## src/rtl/logic_op_sched.sv

```systemverilog
// Round-robin scheduler that serialises one requester's operand pair through a shared 1-bit
// registered logic cell, LSB first. Optional parity output: define LOGIC_OP_SCHED_PARITY_EN.
module logic_op_sched #(
   parameter int unsigned WIDTH = 8,
   parameter int unsigned NREQ  = 4,
   parameter int unsigned IDW   = 2
) (
   input  logic                    clk,
   input  logic                    reset,
   input  logic [NREQ-1:0]         req,
   input  logic [2*NREQ-1:0]       op,
   input  logic [WIDTH*NREQ-1:0]   a_in,
   input  logic [WIDTH*NREQ-1:0]   b_in,
   output logic [NREQ-1:0]         gnt,
   output logic                    busy,
   output logic                    done,
   output logic [IDW-1:0]          done_id,
   output logic [WIDTH-1:0]        result
`ifdef LOGIC_OP_SCHED_PARITY_EN
   ,
   output logic                    res_par
`endif
);

   localparam int unsigned CW = (WIDTH > 1) ? $clog2(WIDTH) : 1;

   typedef enum logic [1:0] {
      StIdle,
      StRun,
      StDrain,
      StDone
   } state_e;

   state_e            r_state;
   state_e            w_state_nxt;

   logic [IDW-1:0]    r_ptr;
   logic [IDW-1:0]    r_win;
   logic [1:0]        r_op;
   logic [WIDTH-1:0]  r_a;
   logic [WIDTH-1:0]  r_b;
   logic [CW-1:0]     r_bit_cnt;
   logic              r_cell_q;
   logic [WIDTH-2:0]  r_shift;
   logic [WIDTH-1:0]  r_result;
   logic [IDW-1:0]    r_done_id;
   logic [NREQ-1:0]   r_gnt;

   logic              w_found;
   logic [IDW-1:0]    w_win;
   logic [IDW-1:0]    w_ptr_nxt;
   logic [NREQ-1:0]   w_gnt_nxt;
   logic [1:0]        w_sel_op;
   logic [WIDTH-1:0]  w_sel_a;
   logic [WIDTH-1:0]  w_sel_b;
   logic              w_cell_a;
   logic              w_cell_b;
   logic              w_cell_d;
   logic              w_cap;
   logic              w_last_bit;
   logic [WIDTH-1:0]  w_shift_nxt;

   // Round-robin search: first requester at or above the pointer, wrapping.
   always_comb begin
      w_found = 1'b0;
      w_win   = '0;
      for (int i = 0; i < NREQ; i++) begin
         if (!w_found && req[(32'(r_ptr) + 32'(i)) % NREQ]) begin
            w_found = 1'b1;
            w_win   = IDW'((32'(r_ptr) + 32'(i)) % NREQ);
         end
      end
   end

   always_comb begin
      w_ptr_nxt = (w_win == IDW'(NREQ - 1)) ? '0 : w_win + 1'b1;
      w_gnt_nxt = '0;
      w_gnt_nxt[w_win] = 1'b1;
      w_sel_op  = op[2*32'(w_win) +: 2];
      w_sel_a   = a_in[WIDTH*32'(w_win) +: WIDTH];
      w_sel_b   = b_in[WIDTH*32'(w_win) +: WIDTH];
   end

   // Shared 1-bit logic cell; XNOR built from AND/OR so it shares terms with the other ops.
   always_comb begin
      w_cell_a = r_a[r_bit_cnt];
      w_cell_b = r_b[r_bit_cnt];
      case (r_op)
         2'b00:   w_cell_d = w_cell_a & w_cell_b;
         2'b01:   w_cell_d = w_cell_a | w_cell_b;
         2'b10:   w_cell_d = w_cell_a ^ w_cell_b;
         default: w_cell_d = ~((w_cell_a & w_cell_b) ^ (w_cell_a | w_cell_b));
      endcase
   end

   // Cell output lags issue by one clock, so the first RUN cycle has nothing to capture.
   always_comb begin
      w_last_bit  = (r_bit_cnt == CW'(WIDTH - 1));
      w_cap       = ((r_state == StRun) && (r_bit_cnt != '0)) || (r_state == StDrain);
      w_shift_nxt = {r_cell_q, r_shift};
   end

   always_comb begin
      w_state_nxt = r_state;
      case (r_state)
         StIdle:  if (w_found) w_state_nxt = StRun;
         StRun:   if (w_last_bit) w_state_nxt = StDrain;
         StDrain: w_state_nxt = StDone;
         StDone:  w_state_nxt = StIdle;
         default: w_state_nxt = StIdle;
      endcase
   end

   always_ff @(posedge clk or negedge reset) begin
      if (!reset) begin
         r_state <= StIdle;
      end else begin
         r_state <= w_state_nxt;
      end
   end

   always_ff @(posedge clk or negedge reset) begin
      if (!reset) begin
         r_ptr     <= '0;
         r_win     <= '0;
         r_op      <= '0;
         r_a       <= '0;
         r_b       <= '0;
         r_bit_cnt <= '0;
         r_cell_q  <= 1'b0;
         r_shift   <= '0;
         r_result  <= '0;
         r_done_id <= '0;
         r_gnt     <= '0;
      end else begin
         if ((r_state == StIdle) && w_found) begin
            r_op      <= w_sel_op;
            r_a       <= w_sel_a;
            r_b       <= w_sel_b;
            r_win     <= w_win;
            r_ptr     <= w_ptr_nxt;
            r_gnt     <= w_gnt_nxt;
            r_bit_cnt <= '0;
         end
         if (r_state == StRun) begin
            r_cell_q  <= w_cell_d;
            r_bit_cnt <= r_bit_cnt + 1'b1;
         end
         if (w_cap) begin
            r_shift <= w_shift_nxt[WIDTH-1:1];
         end
         if (r_state == StDrain) begin
            r_result  <= w_shift_nxt;
            r_done_id <= r_win;
         end
         if (r_state == StDone) begin
            r_gnt <= '0;
         end
      end
   end

`ifdef LOGIC_OP_SCHED_PARITY_EN
   logic r_res_par;

   always_ff @(posedge clk or negedge reset) begin
      if (!reset) begin
         r_res_par <= 1'b0;
      end else if (r_state == StDrain) begin
         r_res_par <= ^w_shift_nxt;
      end
   end

   assign res_par = r_res_par;
`endif

   assign gnt     = r_gnt;
   assign busy    = (r_state != StIdle);
   assign done    = (r_state == StDone);
   assign done_id = r_done_id;
   assign result  = r_result;

endmodule

```

## config.mk

```make
export PLATFORM = sky130hd
export DESIGN_NAME = logic_op_sched
export DESIGN_NICKNAME = d
export VERILOG_FILES = /design/src/rtl/logic_op_sched.sv
export SDC_FILE = /design/constraint.sdc
export NUM_CORES = 1
export LEC_CHECK = 0
export ABC_AREA = 0
export CAP_MARGIN = 10
export CORE_MARGIN = 2
export CORE_UTILIZATION = 46
export CTS_CLUSTER_SIZE = 12
export DETAILED_ROUTE_END_ITERATION = 7
export PLACE_DENSITY = 0.92
export SLEW_MARGIN = 20
export SYNTH_ARGS = -nofsm -noshare
export SYNTH_HDL_FRONTEND = slang
export SYNTH_SLANG_ARGS = --single-unit
```

## constraint.sdc

```tcl
create_clock -name clk -period 3 [get_ports clk]
set_clock_uncertainty 0.2 [all_clocks]
set_input_delay 0.75 -clock clk [delete_from_list [all_inputs] [get_ports clk]]
set_output_delay 0.75 -clock clk [all_outputs]
set_load 0.01 [all_outputs]
```

==> flow_summary.toml, run 1 <==
[status]
status = "finished, final reports clean"

[grt]
grt_pass1_vias = 2366
grt_pass1_wl_um = 10800
grt_use_total_pct = 19.0
grt_overflow_total = 0
antenna_found_initial = 0
grt_max_degree = 29

[placement]
place_congestion = 0.773
io_buffers = 93
place_hpwl_um = 4880

[drt]
totalWireLength_um = 6470
post_drt_wl_per_cell_um = 15.7
antenna_left = 0
route.vias.total = 2234
firstDrtPassIters = 4
drt_iter0_drc = 98
drc = 0
avgViaCountPerCell = 5.44

[cts]
cts_made_buffers = 5
ctsResizeCount = 0
insertion_delay_ns = 0.30
postCtsSetupBuffers = 0
cts.htree.levels = 2
cts_root_buf = "clkbuf_8"
clk_pin_slew_worst_paths_ns = 0.08
cts_hold_buf = 0
cts.sink_count = 49
cts_buffer_depth = 2
cts_tree = "built"

[layout]
antenna_cells = 0
fillers = 456
drive_above_1_share_pct = 19.3
area_delta_synth_final_pct = 37.7
fin_nets = 425

[timing]
slew_violations = 0
min_period_over_period_pct = 91.2
period_needed_ns = 2.73
fin_tns_setup_ns = 0
whs_ns = 0.248
setup_viol = 0
fmax_mhz = 366
hold_viol = 0
rsz0062_at_grt = "no"
tightest_slew_ns = 0.636
slew_headroom_pct = 57.5

[synthesis]
yosys-top-cells-area = "dfrtp_1, mux2i_1, mux2_2"
synth.distinct_cells = 41
ys.flop_type = "dfrtp_1"
yosys.cell_count.top_type = "dfrtp_1"
synth-edff-count = 0
ys_warn_count = 0
synth_top_area_share_pct = 42.9
synth.cells.most_frequent = "dfrtp_1, nor2_1, mux2i_1"
synth_cells = 245
synth_seq_cells = 49
async_flop_share_pct = 100
syn_area_per_cell_um2 = 11.7
yosysSeqAreaShare_pct = 42.9
syn-num-nets = 334
synth_area_um2 = 2860
yosysTopAreaCell = "dfrtp_1"

[worst_setup_path]
crit_buf_inv = 3
cpMostUsedCell = "inv_1"
reg2reg_depth = 7
cp_num_cells = 4
worst-setup-path-type = "flop to output port"
setup.worst_path.end_class = "output port"
crit_family = "buffers and inverters"
critPathMaxStageDelay_ns = 0.55
cpMaxStageDelayCell = "clkdlybuf4s50_1"
critPathRequiredTime_ns = 2.05
crit_chain = "inv_1 -> ha_1 -> inv_1 -> clkdlybuf4s50_1"
cp.arrival_ns = 1.78
r2r_slack_ns = 0.57
crit_fanout = 4
startpoint_type = "flop"

[power_and_ir_drop]
leakage_uw = 0.00168
p_per_area_nw_per_um2 = 950
seq_power_share_pct = 33.0
clkPwrFrac_pct = 10.4
ir_worst_vdd_v = 0.000446
internal_power_uw = 2310
power_uw = 3740
combPwrFrac_pct = 56.7
switching_share_pct = 38.4
p_sw_uw = 1440

[floorplanning]
io_pins = 94
std_cell_rows = 28
die_area_um2 = 6870
die_y_um = 82.9
die_w_um = 82.9
initial_utilization_pct = 48.0
core_area_um2 = 5960

[hold_path]
hold_class = "input pin to async pin"

[flow_run]
maxCapViolations = 0
[power by group through the flow]
| stage | clock, uW | combinational, uW | sequential [uW] |
|---|---|---|---|
| after global routing | 422 | 2300 | 1280 |
| after global placement | 0 | 2040 | 1230 |
| after detailed placement | 0 | 2120 | 1250 |
| after floorplan | 0 | 1540 | 1200 |
| final | 388 | 2120 | 1230 |
| after CTS | 393 | 2130 | 1240 |
[layout make-up]
cell class	count	area, um^2	share of cell area (%)
clock buffers	7	86.3	2.19
multi-input cells	171	1490	37.8
flip-flops and latches	49	1230	31.1
well taps	75	93.8	2.38
repair buffers	99	1010	25.6
inverters	10	37.5	0.953
[cell families (layout without fill, tap and decap cells)]
family,count (synthesis),after routing,synth area share [%]
adders and majority gates,11,11,4.81
xor gates and xnor gates,1,1,0.306
and+or+nand+nor,57,57,9.36
muxes,43,43,17.5
DFF,49,49,42.9
buffers and inverters,25,116,5.38
AOI/OAI and AO/OA,59,59,19.8
[stage by stage]
step	setup WS [ns]	util (%)	cell area, um^2	instances
3_5_place_dp	0.124	64.7	3850	404
6_report	0.265	66.2	3940	411
3_3_place_gp	0.228	64.7	3850	404
4_1_cts	0.261	66.2	3940	411
2_1_floorplan	0.695	-	2860	245
5_1_grt	0.205	66.2	3940	411
[routing by layer]
metal  share of wire (%)  vias up  wire length, um  global-route usage (%)
met1                  41     1063             2680                    22.9
met5                   0        -                0                       0
li1                    -     1087                -                       -
met2                  52       72             3330                    33.4
met4                 1.9        0              126                    5.07
met3                 5.1       12              330                    5.07
[path summary, 6_finish.rpt]
| kind | startpoint | endpoint |
|---|---|---|
| worst min register to register | r_win[1] | r_win[1] |
| worst max register to register | r_bit_cnt[0] | r_cell_q |
| min in group clk | r_win[1] | r_win[1] |
| worst min-delay path | reset | result[4] |
| max in group asynchronous | reset | r_shift[4] |
| worst max-delay path | r_state[0] | busy |
[placed cells by master, fill, tap and decap left out, drive strengths merged]
| cell type | synthesis | final |
|---|---|---|
| nand2b | 2 | 2 |
| a21boi | 1 | 1 |
| nand2 | 22 | 22 |
| nor2 | 26 | 26 |
| or3 | 1 | 1 |
| nand3 | 1 | 1 |
| o21ai | 8 | 8 |
| mux4 | 4 | 4 |
| o22a | 1 | 1 |
| buf | 13 | 7 |
| clkbuf | 2 | 7 |
| a21oi | 8 | 8 |
| nor2b | 2 | 2 |
| a21o | 1 | 1 |
| mux2i | 23 | 23 |
| nor3 | 2 | 2 |
| o211a | 1 | 1 |
| o32a | 1 | 1 |
| nand4b | 1 | 1 |
| mux2 | 16 | 16 |
| inv | 10 | 10 |
| dfrtp | 49 | 49 |
| o22ai | 18 | 18 |
| clkdlybuf4s50 | 0 | 92 |
| o31ai | 1 | 1 |
| ha | 11 | 11 |
| xnor2 | 1 | 1 |
| a221oi | 18 | 18 |
| o211ai | 1 | 1 |
[state kept, by name (all words and copies together), names as in the netlist, 3 cells and up]
| register | count |
|---|---|
| r_b | 8 |
| gnt | 4 |
| r_bit_cnt | 3 |
| r_shift | 7 |
| result | 8 |
| r_a | 8 |
(Power assumes the default switching activity.)
==> run 2, diff against run 1 <==
- GPL_TIMING_DRIVEN: unset -> 1
==> results of run 2 <==
No change in the layout: final DEF, timing and power equal those of run 1.
==> run 3, diff against run 2 <==
- CORE_MARGIN: 2 -> unset
- CTS_CLUSTER_SIZE: 12 -> 28
==> flow_summary.toml, run 3 (same netlist as run 1, synthesis figures left out) <==
[hold_path]
hold_class = "input pin to async pin"

[layout]
layout_commonest_cell = "clkdlybuf4s50_1"
fin_nets = 426
layout_common_cells = "clkdlybuf4s50_1, dfrtp_1, nor2_1, mux2i_1, nand2_1"
antenna_cells = 0
instances_no_fill = 413
fillers = 460
area_delta_synth_final_pct = 39.0
drive_above_1_share_pct = 19.8

[worst_setup_path]
cp-startpoint = "r_state[0]"
endpoint = "busy"
r2r_slack_ns = 0.58
worst-setup-path-type = "flop to output port"
critPathRequiredTime_ns = 2.05
startpoint_type = "flop"
crit_chain = "inv_1 -> ha_1 -> inv_1 -> clkdlybuf4s50_1"
cp.arrival_ns = 1.78
crit_buf_inv = 3
critPathMaxStageDelay_ns = 0.55
cpMaxStageDelayCell = "clkdlybuf4s50_1"
crit_fanout = 4
cpMostUsedCell = "inv_1"
setup.worst_path.end_class = "output port"
cp_num_cells = 4
reg2reg_depth = 7
reg2reg_to = "r_cell_q"
r2r-start = "r_bit_cnt[0]"
crit_family = "buffers and inverters"

[floorplanning]
core_area_um2 = 5960
initial_utilization_pct = 48.0
io_pins = 94
die_w_um = 80.9
die_y_um = 80.9
die_area_um2 = 6540
std_cell_rows = 28

[grt]
grt_pass1_vias = 2365
grt_pass1_wl_um = 10600
antenna_found_initial = 0
grt_overflow_total = 0
grt_max_degree = 29
grt_use_total_pct = 21.5

[timing]
period_needed_ns = 2.73
fin_tns_setup_ns = 0
rsz0062_at_grt = "no"
slew_headroom_pct = 56.7
slew_violations = 0
setup_viol = 0
min_period_over_period_pct = 91.0
fmax_mhz = 366
hold_viol = 0
tightest_slew_ns = 0.648

[flow_run]
maxCapViolations = 0

[placement]
place_congestion = 0.770
place_hpwl_um = 4930
dp.cells = 405
io_buffers = 93

[power_and_ir_drop]
power_uw = 3850
leakage_uw = 0.00170
p_sw_uw = 1450
seq_power_share_pct = 32.3
switching_share_pct = 37.7
clkPwrFrac_pct = 12.5
p_per_area_nw_per_um2 = 968
internal_power_uw = 2400
combPwrFrac_pct = 55.2
ir_worst_vdd_v = 0.000506

[cts]
cts_root_buf = "clkbuf_8"
cts_buffer_depth = 2
cts.htree.levels = 2
cts_made_buffers = 5
cts.sink_count = 49
cts_tree = "built"
postCtsSetupBuffers = 0
insertion_delay_ns = 0.30
cts_hold_buf = 0
clk_pin_slew_worst_paths_ns = 0.08
ctsResizeCount = 0

[drt]
drt_iter0_drc = 98
post_drt_wl_per_cell_um = 16.2
antenna_left = 0
firstDrtPassIters = 4
avgViaCountPerCell = 5.57
drc = 0
route.vias.total = 2300
totalWireLength_um = 6700

[status]
status = "finished, final reports clean"
[run 3: changes by cell type in the layout (fill, tap and decap cells not counted)]
cell / change
buf_4: +1
bufinv_16: +1
[run 3: stage by stage]
step / utilization (%) / hold slack [ns] / instance area [um^2] / worst slack, ns
after floorplan: - / 0.240 / 2860 / 0.695
after global placement: 64.8 / 0.262 / 3860 / 0.237
after detailed placement: 64.8 / 0.277 / 3860 / 0.0991
after CTS: 66.8 / 0.215 / 3980 / 0.273
after global routing: 66.8 / 0.238 / 3980 / 0.212
final: 66.8 / 0.209 / 3980 / 0.269
[run 3: how the worst min path moves through the flow]
stage	startpoint	endpoint	cells after the start
floorplan	r_win[1]	r_win[1]	2
global placement	r_win[1]	r_win[1]	2
detailed placement	r_win[1]	r_win[1]	2
CTS	reset	result[2]	1
global route	reset	result[3]	1
finish	reset	result[1]	1
[run 3: power groups by stage]
stage	Sequential, uW	Combinational (uW)	Clock [uW]
2_1_floorplan	1200	1540	0
3_3_place_gp	1230	2030	0
3_5_place_dp	1260	2120	0
4_1_cts	1250	2140	490
5_1_grt	1280	2320	516
6_report	1240	2120	480
[run 3: area by class of cell]
class	instances	area, um^2	share of cell area (%)
multi-input cells	171	1490	37.4
flip-flops and latches	49	1230	30.8
repair buffers	100	1020	25.5
well taps	75	93.8	2.36
clock buffers	7	86.3	2.17
inverters	10	37.5	0.944
clock inverters	1	30.0	0.755
[run 3: metal layers]
metal | vias to the layer above | track usage [%] | part of all wire [%]
li1 | 1088 | - | -
met2 | 92 | 39.5 | 53
met3 | 11 | 4.16 | 5.4
met4 | 0 | 8.57 | 1.7
met1 | 1109 | 24.3 | 40
met5 | - | 0 | 0
